`config.mk`:
```
export PLATFORM = sky130hd
export DESIGN_NAME = riscv_inst_encoder_flat
export DESIGN_NICKNAME = d
export VERILOG_FILES = /design/src/rtl/riscv_inst_encoder_if.sv /design/src/rtl/riscv_inst_encoder.sv /design/src/flat_wrapper.sv
export SDC_FILE = /design/constraint.sdc
export NUM_CORES = 1
export LEC_CHECK = 0
export ABC_CLOCK_PERIOD_IN_PS = 10700
export BUFFER_PORTS_ARGS = -buffer_cell sky130_fd_sc_hd__buf_2
export CORE_ASPECT_RATIO = 2
export CORE_UTILIZATION = 55
export DETAILED_ROUTE_END_ITERATION = 10
export HOLD_SLACK_MARGIN = 0.15
export PLACE_DENSITY = 0.84
export RECOVER_POWER = 100
export SYNTH_ARGS = -nofsm -noshare
export SYNTH_HDL_FRONTEND = slang
export SYNTH_SLANG_ARGS = --single-unit
```
`constraint.sdc`:
```
create_clock -name clk -period 10.7 [get_ports clk]
set_input_delay 1.07 -clock clk [delete_from_list [all_inputs] [get_ports clk]]
set_output_delay 1.07 -clock clk [all_outputs]
set_load 0.02 [all_outputs]
```
`src/rtl/riscv_inst_encoder_if.sv`:
```
// Request/imem bus for riscv_inst_encoder: field-level instruction requests in, imem write port out.
interface riscv_inst_encoder_if #(
    parameter int unsigned ADDR_W = 10
);
    logic              req_valid;
    logic              req_ready;
    logic [2:0]        req_kind;
    logic [4:0]        req_rd;
    logic [4:0]        req_rs1;
    logic [4:0]        req_rs2;
    logic [2:0]        req_funct3;
    logic [6:0]        req_funct7;
    logic [31:0]       req_imm;
    logic              imem_we;
    logic [ADDR_W-1:0] imem_addr;
    logic [31:0]       imem_wdata;
    logic              imem_ack;

    modport slave (
        input  req_valid, req_kind, req_rd, req_rs1, req_rs2, req_funct3, req_funct7,
               req_imm, imem_ack,
        output req_ready, imem_we, imem_addr, imem_wdata
    );

    modport master (
        output req_valid, req_kind, req_rd, req_rs1, req_rs2, req_funct3, req_funct7,
               req_imm, imem_ack,
        input  req_ready, imem_we, imem_addr, imem_wdata
    );
endinterface

```
`src/rtl/riscv_inst_encoder.sv`:
```
// Assembles RV32I LOAD/OPIMM/STORE/OP/BRANCH words and streams them into imem via a FIFO.
// Optional immediate range checking is enabled by defining RANGE_CHECK_EN.
module riscv_inst_encoder #(
    parameter int unsigned DEPTH     = 4,
    parameter int unsigned ADDR_W    = 10,
    parameter int unsigned BASE_ADDR = 0
) (
    input  logic                     clk,
    input  logic                     reset,
    input  logic                     clear,
    riscv_inst_encoder_if.slave      bus,
    output logic [$clog2(DEPTH):0]   count,
    output logic                     err,
    output logic [7:0]               err_count
);
    localparam int unsigned PTR_W = $clog2(DEPTH);
    localparam int unsigned CNT_W = PTR_W + 1;
    localparam logic [CNT_W-1:0]  FULL_CNT = CNT_W'(DEPTH);
    localparam logic [ADDR_W-1:0] BASE     = ADDR_W'(BASE_ADDR);

    localparam logic [6:0] OPC_LOAD   = 7'b0000011;
    localparam logic [6:0] OPC_OPIMM  = 7'b0010011;
    localparam logic [6:0] OPC_STORE  = 7'b0100011;
    localparam logic [6:0] OPC_OP     = 7'b0110011;
    localparam logic [6:0] OPC_BRANCH = 7'b1100011;

    logic [31:0]       mem_q [DEPTH];
    logic [31:0]       mem_d [DEPTH];
    logic [PTR_W-1:0]  wr_ptr_q, wr_ptr_d;
    logic [PTR_W-1:0]  rd_ptr_q, rd_ptr_d;
    logic [CNT_W-1:0]  count_q, count_d;
    logic [ADDR_W-1:0] addr_q, addr_d;
    logic              err_q, err_d;
    logic [7:0]        err_count_q, err_count_d;

    logic [31:0] word_c;
    logic        legal_c;
    logic        accept_c;
    logic        push_c;
    logic        pop_c;

    // Field-to-word assembly; legal_c marks requests that produce a word.
    always_comb begin
        word_c  = '0;
        legal_c = 1'b1;
        case (bus.req_kind)
            3'd0: word_c = {bus.req_imm[11:0], bus.req_rs1, bus.req_funct3, bus.req_rd, OPC_LOAD};
            3'd1: word_c = {bus.req_imm[11:0], bus.req_rs1, bus.req_funct3, bus.req_rd, OPC_OPIMM};
            3'd2: word_c = {bus.req_imm[11:5], bus.req_rs2, bus.req_rs1, bus.req_funct3,
                            bus.req_imm[4:0], OPC_STORE};
            3'd3: word_c = {bus.req_funct7, bus.req_rs2, bus.req_rs1, bus.req_funct3,
                            bus.req_rd, OPC_OP};
            3'd4: word_c = {bus.req_imm[12], bus.req_imm[10:5], bus.req_rs2, bus.req_rs1,
                            bus.req_funct3, bus.req_imm[4:1], bus.req_imm[11], OPC_BRANCH};
            default: legal_c = 1'b0;
        endcase
`ifdef RANGE_CHECK_EN
        case (bus.req_kind)
            3'd0, 3'd1, 3'd2:
                if (($signed(bus.req_imm) < -32'sd2048) || ($signed(bus.req_imm) > 32'sd2047))
                    legal_c = 1'b0;
            3'd4:
                if (($signed(bus.req_imm) < -32'sd4096) || ($signed(bus.req_imm) > 32'sd4094) ||
                    bus.req_imm[0])
                    legal_c = 1'b0;
            default: ;
        endcase
`endif
    end

`ifndef RANGE_CHECK_EN
    logic unused_imm_hi;
    assign unused_imm_hi = ^bus.req_imm[31:13];
`endif

    assign bus.req_ready = (count_q != FULL_CNT) && !clear;
    assign accept_c      = bus.req_valid && bus.req_ready;
    assign push_c        = accept_c && legal_c;
    assign pop_c         = (count_q != '0) && bus.imem_ack;

    // Next-state: clear wins over any push/pop in the same cycle.
    always_comb begin
        mem_d       = mem_q;
        wr_ptr_d    = wr_ptr_q;
        rd_ptr_d    = rd_ptr_q;
        count_d     = count_q;
        addr_d      = addr_q;
        err_d       = 1'b0;
        err_count_d = err_count_q;
        if (clear) begin
            wr_ptr_d    = '0;
            rd_ptr_d    = '0;
            count_d     = '0;
            addr_d      = BASE;
            err_count_d = '0;
        end else begin
            if (push_c) begin
                mem_d[wr_ptr_q] = word_c;
                wr_ptr_d        = wr_ptr_q + PTR_W'(1);
            end
            if (pop_c) begin
                rd_ptr_d = rd_ptr_q + PTR_W'(1);
                addr_d   = addr_q + ADDR_W'(4);
            end
            count_d = count_q + CNT_W'(push_c) - CNT_W'(pop_c);
            if (accept_c && !legal_c) begin
                err_d = 1'b1;
                if (err_count_q != 8'hFF)
                    err_count_d = err_count_q + 8'd1;
            end
        end
    end

    always_ff @(posedge clk or posedge reset) begin
        if (reset) begin
            for (int unsigned i = 0; i < DEPTH; i++)
                mem_q[i] <= '0;
            wr_ptr_q    <= '0;
            rd_ptr_q    <= '0;
            count_q     <= '0;
            addr_q      <= BASE;
            err_q       <= 1'b0;
            err_count_q <= '0;
        end else begin
            mem_q       <= mem_d;
            wr_ptr_q    <= wr_ptr_d;
            rd_ptr_q    <= rd_ptr_d;
            count_q     <= count_d;
            addr_q      <= addr_d;
            err_q       <= err_d;
            err_count_q <= err_count_d;
        end
    end

    assign bus.imem_we    = (count_q != '0);
    assign bus.imem_addr  = addr_q;
    assign bus.imem_wdata = mem_q[rd_ptr_q];
    assign count          = count_q;
    assign err            = err_q;
    assign err_count      = err_count_q;
endmodule
```
`src/flat_wrapper.sv`:
```
// flat-port wrapper written by rule: the top's interface ports become plain ports
module riscv_inst_encoder_flat 
#(
    parameter int unsigned DEPTH     = 4,
    parameter int unsigned ADDR_W    = 10,
    parameter int unsigned BASE_ADDR = 0
)
  (clk, reset, clear, count, err, err_count, bus_req_valid, bus_req_kind, bus_req_rd, bus_req_rs1, bus_req_rs2, bus_req_funct3, bus_req_funct7, bus_req_imm, bus_imem_ack, bus_req_ready, bus_imem_we, bus_imem_addr, bus_imem_wdata);
  riscv_inst_encoder_if #(.ADDR_W(ADDR_W)) bus_i ();
  input  logic clk;
  input  logic reset;
  input  logic clear;
  output logic [$clog2(DEPTH):0] count;
  output logic err;
  output logic [7:0] err_count;
  input wire logic [$bits(bus_i.req_valid)-1:0] bus_req_valid;
  input wire logic [$bits(bus_i.req_kind)-1:0] bus_req_kind;
  input wire logic [$bits(bus_i.req_rd)-1:0] bus_req_rd;
  input wire logic [$bits(bus_i.req_rs1)-1:0] bus_req_rs1;
  input wire logic [$bits(bus_i.req_rs2)-1:0] bus_req_rs2;
  input wire logic [$bits(bus_i.req_funct3)-1:0] bus_req_funct3;
  input wire logic [$bits(bus_i.req_funct7)-1:0] bus_req_funct7;
  input wire logic [$bits(bus_i.req_imm)-1:0] bus_req_imm;
  input wire logic [$bits(bus_i.imem_ack)-1:0] bus_imem_ack;
  output wire logic [$bits(bus_i.req_ready)-1:0] bus_req_ready;
  output wire logic [$bits(bus_i.imem_we)-1:0] bus_imem_we;
  output wire logic [$bits(bus_i.imem_addr)-1:0] bus_imem_addr;
  output wire logic [$bits(bus_i.imem_wdata)-1:0] bus_imem_wdata;
  assign bus_i.req_valid = bus_req_valid;
  assign bus_i.req_kind = bus_req_kind;
  assign bus_i.req_rd = bus_req_rd;
  assign bus_i.req_rs1 = bus_req_rs1;
  assign bus_i.req_rs2 = bus_req_rs2;
  assign bus_i.req_funct3 = bus_req_funct3;
  assign bus_i.req_funct7 = bus_req_funct7;
  assign bus_i.req_imm = bus_req_imm;
  assign bus_i.imem_ack = bus_imem_ack;
  assign bus_req_ready = bus_i.req_ready;
  assign bus_imem_we = bus_i.imem_we;
  assign bus_imem_addr = bus_i.imem_addr;
  assign bus_imem_wdata = bus_i.imem_wdata;
  riscv_inst_encoder #(.DEPTH(DEPTH), .ADDR_W(ADDR_W), .BASE_ADDR(BASE_ADDR)) u_core (.clk(clk), .reset(reset), .clear(clear), .bus(bus_i), .count(count), .err(err), .err_count(err_count));
endmodule
```
==> results of run 1 <==
==> area by class of cell <==
class	instances	area share, %
clock buffers	19	5.885
inverters	11	0.5528
well taps	145	2.357
clock inverters	12	2.211
flip-flops and latches	140	45.52
repair buffers	104	5.885
multi-input cells	293	37.59
==> where the power goes <==
group / switching (mW) / leakage, nW / internal (mW) / total, mW
Combinational: 0.273 / 1.42 / 0.239 / 0.513
Clock: 0.215 / 0.308 / 0.399 / 0.614
Sequential: 0.0774 / 1.88 / 0.636 / 0.713
Total: 0.565 / 3.61 / 1.27 / 1.84
==> metal layers <==
| metal | vias to the layer above | global-route usage [%] | wire, um |
|---|---|---|---|
| met4 | 0 | 11.39 | 466 |
| met1 | 2242 | 27.37 | 5401 |
| li1 | 1918 | - | - |
| met3 | 24 | 5.591 | 529 |
| met5 | - | 0 | 0 |
| met2 | 126 | 45.50 | 8207 |
==> state kept, by name, indices dropped and copies added (netlist names) <==
name,flops
u_core.mem_q,116
u_core.rd_ptr_q,2
u_core.count,3
u_core.bus.imem_addr,8
u_core.wr_ptr_q,2
u_core.err,1
u_core.err_count,8
==> worst max-delay path, stage by stage, from the launching register on <==
cell      delay, ns
dfrtp_1        0.73
clkbuf_1       1.51
mux4_2         0.66
clkbuf_1       0.24
==> cells in the mapped netlist, drive strengths merged (2+ instances only) <==
master,n
nand2b,4
a22o,10
nand2,15
mux2i,2
xnor2,4
clkbuf,8
or3,4
o21ai,10
xor2,6
nand4,3
mux2,112
o41ai,3
or2,2
nor2,17
nand3,10
nor3b,2
a21oi,15
or4,3
inv,11
o311ai,2
buf,22
mux4,29
o21a,2
ha,8
dfrtp,140
o31ai,2
nor2b,13
==> per-stage QoR <==
stage | cells | hold slack [ns] | instance area (um2) | util (%)
after global placement | 693 | 0.4444 | 7208 | 61.24
after CTS | 724 | 0.4699 | 7831 | 66.53
final | 724 | 0.4683 | 7696 | 65.38
after detailed placement | 693 | 0.4559 | 7208 | 61.24
after floorplan | 474 | 0.4287 | 6688 | -
after global routing | 724 | 0.4887 | 7696 | 65.38
==> how the worst min path moves through the flow <==
stage / end / slack, ns
after floorplan: u_core.mem_q[33] / 0.43
final: u_core.mem_q[97] / 0.47
after CTS: u_core.mem_q[97] / 0.47
after global placement: u_core.mem_q[97] / 0.44
after detailed placement: u_core.mem_q[97] / 0.46
after global routing: u_core.mem_q[33] / 0.49
==> logic make-up (layout without fill, tap and decap cells) <==
kind of cell | Yosys count | in the layout | share of synthesized area [%]
DFF | 140 | 140 | 52.47
xor gates and xnor gates | 10 | 10 | 1.312
other | 1 | 4 | 0.05617
buffers and inverters | 41 | 146 | 3.692
and+or+nand+nor | 75 | 75 | 5.941
muxes | 143 | 143 | 29.48
adders and majority gates | 9 | 9 | 1.799
AOI/OAI and AO/OA | 52 | 52 | 5.247
==> impl_metrics.sql, run 1 <==
INSERT INTO impl_metrics (metric_group, metric, value, unit) VALUES
('run_status', 'run_status', 'finished with violations', ''),
('run_status', 'failed_checks', 'capacitance limit, slew limit', ''),
('setup_path', 'timing.rr.start', 'u_core.count[1]', ''),
('placed_design', 'numPortBuffers', '97', ''),
('timing', 'finalSetupViolCount', '0', ''),
('setup_path', 'path_max_fanout', '23', ''),
('cts', 'ctsHtreeMaxLevel', '4', ''),
('cts', 'post-cts-setup-buffers', '0', ''),
('detailed_routing', 'route.vias.total', '4310', ''),
('power', 'irDropWorstVdd', '135.0', 'uV'),
('cts', 'clkSlewWorstSetupHoldPaths', '0.06', 'ns'),
('global_route', 'grt_pass1_vias', '4638', ''),
('die', 'chipHeight', '157.8', 'um'),
('setup_path', 'setup.worst_path.start', 'u_core.rd_ptr_q[0]', ''),
('finish', 'layout-drive-gt1-share', '37.13', '%'),
('synthesis', 'netlist_top_cells_area', 'dfrtp_1, mux2_2, mux4_2', ''),
('finish', 'sequential_cell_area', '3503', 'um2'),
('timing', 'rsz0062_at_grt', 'false', ''),
('die', 'design.die.area', '12610', 'um2'),
('die', 'placement_rows', '56', ''),
('power', 'leakagePower', '3.607', 'nW'),
('synthesis', 'synth.yosys.warnings', '0', ''),
('synthesis', 'sequential_share_of_the_synthesized_area', '52.47', '%'),
('cts', 'cts_inserted_buffers', '17', ''),
('setup_path', 'startpoint_type', 'flip-flop', ''),
('setup_path', 'rrSetupSlack', '7.45', 'ns'),
('detailed_routing', 'drc', '0', ''),
('cts', 'tritoncts_clock_tree', 'built', ''),
('setup_path', 'worstSetupPathType', 'reg -> out', ''),
('setup_path', 'r2r-end', 'u_core.mem_q[40]', ''),
('timing', 'timing_max_transition_violations_final', '194', ''),
('synthesis', 'yosys.cell_types.count', '44', ''),
('synthesis', 'async_flop_share', '100.0', '%'),
('min_path', 'worst_hold_path.num_cells', '1', ''),
('synthesis', 'synthesis.area_per_instance', '14.17', 'um2'),
('cts', 'postCtsResizedCells', '0', ''),
('global_route', 'globalRouteTotalUtil', '25.12', '%'),
('setup_path', 'critical_path_arrival', '3.56', 'ns'),
('power', 'finalPower', '1.840', 'mW'),
('min_path', 'holdCritStartpoint', 'u_core.mem_q[97]', ''),
('timing', 'maxClockFrequency', '216.1', 'MHz'),
('die', 'top_level_ports', '121', ''),
('cts', 'clockBufferDepth', '2', ''),
('detailed_routing', 'route.detailed.wl_per_inst', '20.17', 'um'),
('synthesis', 'synth.top_cell.area_share', '52.47', '%'),
('cts', 'clock_insertion_delay_worst_skew', '0.41', 'ns'),
('finish', 'layout.filler_cells', '904', ''),
('finish', 'areaGrowthSynthToFinish', '15.27', '%'),
('detailed_routing', 'first_iter_violations', '224', ''),
('timing', 'fin_skew', '0.009401', 'ns'),
('synthesis', 'synth-edff-count', '0', ''),
('global_route', 'grt_start_max_net_pins', '80', ''),
('finish', 'layout.cells.most_common', 'dfrtp_1', ''),
('die', 'initial_utilization', '56.72', '%'),
('detailed_routing', 'overall_routed_net_length', '14.60', 'mm'),
('synthesis', 'synth_top_area_cell', 'dfrtp_1', ''),
('placed_design', 'place.detailed.hpwl', '9.853', 'mm'),
('timing', 'worst-slew-pin-transition', '3.366', 'ns'),
('setup_path', 'category_of_the_worst_setup_path_capture_point', 'primary output', ''),
('setup_path', 'r2r_cells', '5', ''),
('job', 'cap_violations', '5', ''),
('cts', 'cts-hold-fix-buffers', '0', ''),
('synthesis', 'synthesis.area', '6676', 'um2'),
('finish', 'multi_input_area', '2893', 'um2'),
('timing', 'setup_ws', '6.072', 'ns'),
('timing', 'max-slew-margin-rel', '-125.6', '%'),
('timing', 'portion_of_the_clock_cycle_consumed_by_the_worst_path_in_the_final_layout', '43.25', '%'),
('cts', 'clock_sinks', '140', ''),
('synthesis', 'synth_top_flop_cell', 'dfrtp_1', ''),
('finish', 'diode_count', '0', ''),
('global_route', 'initial_antenna_violation_count', '0', '');
No activity file was read; power rests on OpenSTA's default activity.
==> inputs of run 2 (changes only) <==
--- a/config.mk
+++ b/config.mk
@@ -5,7 +5,7 @@
 export SDC_FILE = /design/constraint.sdc
 export NUM_CORES = 1
 export LEC_CHECK = 0
-export ABC_CLOCK_PERIOD_IN_PS = 10700
+export ABC_CLOCK_PERIOD_IN_PS = 4800
 export BUFFER_PORTS_ARGS = -buffer_cell sky130_fd_sc_hd__buf_2
 export CORE_ASPECT_RATIO = 2
 export CORE_UTILIZATION = 55
==> constraint.sdc (replaced) <==
create_clock -name clk -period 4.8 [get_ports clk]
set_input_delay 0.48 -clock clk [delete_from_list [all_inputs] [get_ports clk]]
set_output_delay 0.48 -clock clk [all_outputs]
set_load 0.02 [all_outputs]
==> run 2 against run 1 <==
Against the previous run:
- the flow still finishes with violations (capacitance limit, slew limit)
- cell count grew 0.14%
- critical endpoint is now u_core.mem_q[52]
- clock skew decreased by 0.0027 ns
- non-clock buffer count did not move
- setup slack lost 4.5 ns
- total power increased by 120%
- core utilization rose by 0.17 points
- first-iteration DRC count decreased by 9.8%
- highest routed layer unchanged
==> impl_metrics.sql, run 2 (synthesized netlist as in run 1, its figures left out) <==
INSERT INTO impl_metrics (metric_group, metric, value, unit) VALUES
('run_status', 'run_status', 'finished with violations', ''),
('run_status', 'failed_checks', 'capacitance limit, slew limit', ''),
('timing', 'period_needed', '3.277', 'ns'),
('detailed_routing', 'first_iter_violations', '202', ''),
('finish', 'areaGrowthSynthToFinish', '15.57', '%'),
('finish', 'final_instance_area', '7716', 'um2'),
('placed_design', 'dpl_cell_area', '7208', 'um2'),
('cts', 'tritoncts_clock_tree', 'built', ''),
('global_route', 'initial_antenna_violation_count', '0', ''),
('finish', 'mostFrequentLayoutCells', 'dfrtp_1, mux2_2, clkbuf_1', ''),
('global_route', 'grt_first_pass_wirelength', '23.56', 'mm'),
('timing', 'timing_max_transition_violations_final', '104', ''),
('timing', 'final-hold-violation-count', '0', ''),
('setup_path', 'critical_path_arrival', '3.56', 'ns'),
('timing', 'max-slew-margin-rel', '-49.45', '%'),
('power', 'finalPower', '4.126', 'mW'),
('power', 'clockPowerShare', '33.9', '%'),
('setup_path', 'worstSetupPathType', 'reg -> reg', ''),
('timing', 'worst-slew-pin-transition', '2.242', 'ns'),
('global_route', 'grt_start_max_net_pins', '99', ''),
('timing', 'rsz0062_at_grt', 'false', ''),
('placed_design', 'dpl_worst_slack', '1.969', 'ns'),
('die', 'placement_rows', '56', ''),
('die', 'top_level_ports', '121', ''),
('timing', 'setup_ws', '1.523', 'ns'),
('power', 'power_report.internal_total', '2.871', 'mW'),
('detailed_routing', 'drtAntennaViolNets', '0', ''),
('placed_design', 'final_wtd_congestion', '0.8330', ''),
('global_route', 'residual_overflow_from_global_routing', '0', ''),
('timing', 'hold_ws', '0.2527', 'ns'),
('cts', 'clockBufferDepth', '2', ''),
('die', 'design.die.area', '12610', 'um2'),
('cts', 'clock_sinks', '140', ''),
('detailed_routing', 'overall_routed_net_length', '14.86', 'mm'),
('detailed_routing', 'drc', '0', ''),
('setup_path', 'startpoint_type', 'flip-flop', ''),
('detailed_routing', 'route.vias.total', '4304', ''),
('die', 'width_of_the_die', '79.91', 'um'),
('finish', 'layout-drive-gt1-share', '36.72', '%'),
('timing', 'setup_tns', '0', 'ns'),
('cts', 'post-cts-setup-buffers', '0', ''),
('cts', 'clkSlewWorstSetupHoldPaths', '0.06', 'ns'),
('finish', 'diode_count', '0', ''),
('die', 'chipHeight', '157.8', 'um'),
('timing', 'finalSetupViolCount', '0', ''),
('power', 'power.density_cell_area', '534.8', 'nW/um2'),
('finish', 'layout.cells.most_common', 'dfrtp_1', ''),
('power', 'switchingPower', '1.255', 'mW'),
('detailed_routing', 'post_drt_via_cell_ratio', '5.937', ''),
('placed_design', 'numPortBuffers', '97', ''),
('job', 'cap_violations', '3', ''),
('setup_path', 'path_max_fanout', '18', ''),
('cts', 'cts-hold-fix-buffers', '0', ''),
('setup_path', 'category_of_the_worst_setup_path_capture_point', 'flip-flop', ''),
('detailed_routing', 'first_pass_iters', '4', ''),
('cts', 'cts_inserted_buffers', '17', ''),
('min_path', 'holdCritPathClass', 'in -> async', ''),
('power', 'irDropWorstVdd', '357.3', 'uV'),
('die', 'initial_utilization', '56.72', '%'),
('cts', 'clk_root_buffer_cell', 'clkbuf_16', ''),
('power', 'power.sequential.fraction', '38.7', '%'),
('timing', 'portion_of_the_clock_cycle_consumed_by_the_worst_path_in_the_final_layout', '68.27', '%'),
('timing', 'fin_skew', '0.006703', 'ns'),
('cts', 'ctsHtreeMaxLevel', '4', ''),
('placed_design', 'place.detailed.hpwl', '9.942', 'mm'),
('setup_path', 'cp.required', '5.09', 'ns'),
('finish', 'design.final.nets', '641', ''),
('timing', 'maxClockFrequency', '305.1', 'MHz'),
('cts', 'clock_insertion_delay_worst_skew', '0.41', 'ns'),
('finish', 'largest_reg_flops', '116', ''),
('global_route', 'globalRouteTotalUtil', '25.22', '%'),
('finish', 'top_register', 'u_core.mem_q', ''),
('cts', 'postCtsResizedCells', '0', ''),
('die', 'core_region_area', '11770', 'um2'),
('global_route', 'grt_pass1_vias', '4705', ''),
('power', 'power.combinational.fraction', '27.4', '%'),
('power', 'power.share.switching', '30.43', '%'),
('power', 'leakagePower', '3.608', 'nW'),
('detailed_routing', 'route.detailed.wl_per_inst', '20.49', 'um');
## run 2: changes by cell type in the layout (fill, tap and decap cells not counted), sizes merged
cell and delta:
bufinv +1, clkbuf +2, clkinv -4, inv +2
## run 2: stage by stage
step	utilization, %	cells
finish	65.55	725
global route	65.55	725
CTS	66.61	725
detailed placement	61.24	693
global placement	61.24	693
floorplan	-	474
## run 2: cell type report
cell class / count / area, um2
Clock buffer: 21 / 440.4
Clock inverter: 11 / 192.7
Fill cell: 867 / 4055
Inverter: 11 / 46.29
Multi-Input combinational cell: 293 / 2897
Sequential cell: 140 / 3503
Tap cell: 145 / 181.4
Timing Repair Buffer: 104 / 455.4
## run 2: power groups by stage
| stage | Clock [mW] | Combinational, mW | Sequential [mW] |
|---|---|---|---|
| 2_1_floorplan | 0 | 0.896 | 1.55 |
| 3_3_place_gp | 0 | 1.15 | 1.58 |
| 3_5_place_dp | 0 | 1.18 | 1.61 |
| 4_1_cts | 1.42 | 1.19 | 1.60 |
| 5_1_grt | 1.47 | 1.21 | 1.63 |
| 6_report | 1.40 | 1.13 | 1.60 |
## run 2: worst paths after layout
kind | depth (start not counted) | endpoint | slack (ns) | start
max in group asynchronous | 3 | u_core.mem_q[54] | 1.93 | reset
worst min register to register | 1 | u_core.mem_q[1] | 0.47 | u_core.mem_q[1]
worst max register to register | 5 | u_core.mem_q[52] | 1.52 | u_core.count[2]
min in group clk | 2 | u_core.mem_q[15] | 0.33 | bus_req_rs1[0]
worst min-delay path | 2 | u_core.bus.imem_addr[4] | 0.25 | reset
worst max-delay path | 5 | u_core.mem_q[52] | 1.52 | u_core.count[2]
## run 2: critical path, cell delays in order, from the launching register on
cell and delay [ns]:
dfrtp_1 0.45, nor3b_1 0.20, nor3b_1 0.76, nand2_1 0.62, clkbuf_1 0.63, mux2_2 0.47
## run 2: metal layers
| layer | vias up | GRT usage (%) | routed length, um |
|---|---|---|---|
| met1 | 2242 | 26.77 | 5336 |
| met3 | 31 | 5.418 | 547 |
| met5 | - | 0 | 0 |
| li1 | 1912 | - | - |
| met2 | 119 | 46.28 | 8497 |
| met4 | 0 | 12.07 | 477 |
==> inputs of run 3 (changes only) <==
--- a/config.mk
+++ b/config.mk
@@ -5,13 +5,13 @@
 export SDC_FILE = /design/constraint.sdc
 export NUM_CORES = 1
 export LEC_CHECK = 0
-export ABC_CLOCK_PERIOD_IN_PS = 4800
+export ABC_CLOCK_PERIOD_IN_PS = 2810
 export BUFFER_PORTS_ARGS = -buffer_cell sky130_fd_sc_hd__buf_2
 export CORE_ASPECT_RATIO = 2
-export CORE_UTILIZATION = 55
+export CORE_UTILIZATION = 51
 export DETAILED_ROUTE_END_ITERATION = 10
 export HOLD_SLACK_MARGIN = 0.15
-export PLACE_DENSITY = 0.84
+export PLACE_DENSITY = 0.82
 export RECOVER_POWER = 100
 export SYNTH_ARGS = -nofsm -noshare
 export SYNTH_HDL_FRONTEND = slang
==> constraint.sdc (replaced) <==
create_clock -name clk -period 2.81 [get_ports clk]
set_input_delay 0.281 -clock clk [delete_from_list [all_inputs] [get_ports clk]]
set_output_delay 0.281 -clock clk [all_outputs]
set_load 0.02 [all_outputs]
==> run 3 against run 2 <==
Against the previous run:
- the flow still finishes with violations (capacitance limit, slew limit)
- non-clock buffer count grew 14
- die area grew 7.7%
- total power grew 69%
- core utilization shrank 3.6 points
- clock skew is essentially flat
- via count grew 1.0%
- largest cell class unchanged
- largest power group unchanged
==> impl_metrics.sql, run 3 (synthesized netlist as in run 1, its figures left out) <==
INSERT INTO impl_metrics (metric_group, metric, value, unit) VALUES
('run_status', 'run_status', 'finished with violations', ''),
('run_status', 'failed_checks', 'capacitance limit, slew limit', ''),
('setup_path', 'cp_cell_sequence', 'nor3b_1, nor3b_4, nand2_1, clkbuf_2, mux2_2', ''),
('finish', 'areaGrowthSynthToFinish', '17.86', '%'),
('setup_path', 'path_max_fanout', '27', ''),
('placed_design', 'final_wtd_congestion', '0.8587', ''),
('finish', 'layout-drive-gt1-share', '37.94', '%'),
('power', 'power_report.internal_total', '4.805', 'mW'),
('cts', 'clockBufferDepth', '2', ''),
('power', 'power.combinational.fraction', '28.5', '%'),
('setup_path', 'category_of_the_worst_setup_path_capture_point', 'flip-flop', ''),
('finish', 'largest_reg_flops', '116', ''),
('finish', 'layout.filler_cells', '964', ''),
('timing', 'portion_of_the_clock_cycle_consumed_by_the_worst_path_in_the_final_layout', '88.98', '%'),
('timing', 'setup_tns', '0', 'ns'),
('die', 'core_region_area', '12700', 'um2'),
('global_route', 'residual_overflow_from_global_routing', '0', ''),
('power', 'clockPowerShare', '32.3', '%'),
('global_route', 'grt_pass1_vias', '4710', ''),
('die', 'top_level_ports', '121', ''),
('global_route', 'grt_first_pass_wirelength', '24.16', 'mm'),
('die', 'placement_rows', '58', ''),
('finish', 'utilization', '61.96', '%'),
('power', 'power.sequential.fraction', '39.2', '%'),
('timing', 'period_needed', '2.500', 'ns'),
('setup_path', 'path_buf_inv', '1', ''),
('placed_design', 'numPortBuffers', '97', ''),
('min_path', 'holdCritPathClass', 'in -> reg', ''),
('timing', 'worst-slew-pin-transition', '1.735', 'ns'),
('power', 'power.share.switching', '31.13', '%'),
('detailed_routing', 'post_drt_via_cell_ratio', '5.853', ''),
('global_route', 'globalRouteTotalUtil', '23.35', '%'),
('die', 'initial_utilization', '52.57', '%'),
('finish', 'layout.cells.most_common', 'dfrtp_1', ''),
('power', 'power.density_cell_area', '886.8', 'nW/um2'),
('setup_path', 'timing.critical_path.slowest_cell_delay', '0.70', 'ns'),
('setup_path', 'cp.required', '3.10', 'ns'),
('global_route', 'grt_start_max_net_pins', '38', ''),
('timing', 'maxClockFrequency', '399.9', 'MHz'),
('setup_path', 'startpoint_type', 'flip-flop', ''),
('cts', 'clock_insertion_delay_worst_skew', '0.41', 'ns'),
('finish', 'diode_count', '0', ''),
('die', 'design.die.area', '13580', 'um2'),
('setup_path', 'kind_of_cell_with_the_highest_combined_delay_on_the_critical_path', 'simple AND/OR/NAND/NOR gates', ''),
('timing', 'finalSetupViolCount', '0', ''),
('detailed_routing', 'first_pass_iters', '4', ''),
('cts', 'ctsHtreeMaxLevel', '4', ''),
('cts', 'postCtsResizedCells', '0', ''),
('job', 'cap_violations', '1', ''),
('timing', 'fin_skew', '0.006543', 'ns'),
('finish', 'design.final.nets', '655', ''),
('finish', 'top_register', 'u_core.mem_q', ''),
('setup_path', 'timing.critical_path.slowest_stage_cell', 'clkbuf_2', ''),
('die', 'chipHeight', '163.8', 'um'),
('detailed_routing', 'drtAntennaViolNets', '0', ''),
('cts', 'tritoncts_clock_tree', 'built', ''),
('global_route', 'initial_antenna_violation_count', '0', ''),
('timing', 'rsz0062_at_grt', 'false', ''),
('timing', 'max-slew-margin-rel', '-16.31', '%'),
('power', 'switchingPower', '2.172', 'mW'),
('cts', 'clk_root_buffer_cell', 'clkbuf_16', ''),
('power', 'irDropWorstVdd', '684.7', 'uV'),
('setup_path', 'worstSetupPathType', 'reg -> reg', ''),
('detailed_routing', 'first_iter_violations', '258', ''),
('cts', 'clock_sinks', '140', ''),
('timing', 'final-hold-violation-count', '0', ''),
('detailed_routing', 'route.detailed.wl_per_inst', '19.92', 'um'),
('detailed_routing', 'overall_routed_net_length', '14.80', 'mm'),
('timing', 'timing_max_transition_violations_final', '36', ''),
('finish', 'mostFrequentLayoutCells', 'dfrtp_1, mux2_2, clkbuf_1', ''),
('detailed_routing', 'drc', '0', ''),
('cts', 'clkSlewWorstSetupHoldPaths', '0.06', 'ns'),
('power', 'leakagePower', '3.683', 'nW'),
('placed_design', 'place.detailed.hpwl', '10.19', 'mm'),
('cts', 'cts_inserted_buffers', '17', ''),
('setup_path', 'critical_path_arrival', '2.79', 'ns'),
('die', 'width_of_the_die', '82.91', 'um'),
('detailed_routing', 'route.vias.total', '4349', '');
-- run 3: cell count changes in the layout (fill, tap and decap cells not counted), sizes merged --
| cell | change |
|---|---|
| dlygate4sd3 | +8 |
| clkinvlp | +1 |
| bufinv | -2 |
| inv | -1 |
| clkinv | +2 |
| buf | +7 |
| clkbuf | -2 |
-- run 3: worst paths after layout --
kind                                  start                 endpoint  slack [ns]  cells past startpoint
min                          bus_req_rs1[3]         u_core.mem_q[18]        0.15                      2
min in group asynchronous             reset  u_core.bus.imem_addr[8]        0.86                      3
max reg2reg                 u_core.count[1]         u_core.mem_q[72]        0.31                      5
max in group asynchronous             reset          u_core.mem_q[7]        0.61                      4
max                         u_core.count[1]         u_core.mem_q[72]        0.31                      5
min reg2reg                u_core.mem_q[97]         u_core.mem_q[97]        0.46                      1
-- run 3: layer usage --
metal,global-route usage (%),part of all wire [%],vias to the layer above
met5,0,0,-
met2,43.82,58,113
met3,4.322,2.9,22
li1,-,-,1944
met1,24.96,37,2270
met4,11.13,2.5,0
-- run 3: what timing repair did --
item / in CTS / in global routing
endpoints found under the hold margin: 56 / 0
buffers inserted: 0 / 0
endpoints found under the setup margin: 0 / 0
hold buffers: 8 / 0
-- run 3: worst register-to-register path, cell delays in order (launching register included) --
cell and delay, ns:
dfrtp_1 0.49, nor3b_1 0.46, nor3b_4 0.14, nand2_1 0.17, clkbuf_2 0.70, mux2_2 0.44
-- run 3: area by class of cell --
type / count / area, um2 / area share [%]
Tap cell: 150 / 187.7 / 2.385
Clock buffer: 20 / 456.7 / 5.804
Clock inverter: 11 / 142.6 / 1.813
Sequential cell: 140 / 3505 / 44.54
Inverter: 11 / 42.54 / 0.5406
Multi-Input combinational cell: 293 / 2904 / 36.91
Timing Repair Buffer: 118 / 630.6 / 8.014
-- run 3: power groups by stage --
stage / registers (mW) / logic, mW / clock network (mW)
after floorplan: 2.65 / 1.53 / 0
after global placement: 2.70 / 2.01 / 0
after detailed placement: 2.76 / 2.07 / 0
after CTS: 2.73 / 2.09 / 2.29
after global routing: 2.79 / 2.13 / 2.37
final: 2.73 / 1.99 / 2.25
-- run 3: metrics by stage --
stage	hold WS, ns	cells	setup slack [ns]	power (mW)	cell area [um2]
CTS	0.1520	743	0.3958	7.116	8015
global route	0.1479	743	0.1804	7.302	7869
finish	0.1524	743	0.3096	6.978	7869
floorplan	0.3441	474	0.4931	4.179	6691
global placement	0.4441	704	0.5112	4.717	7336
detailed placement	0.4478	704	0.4624	4.832	7336
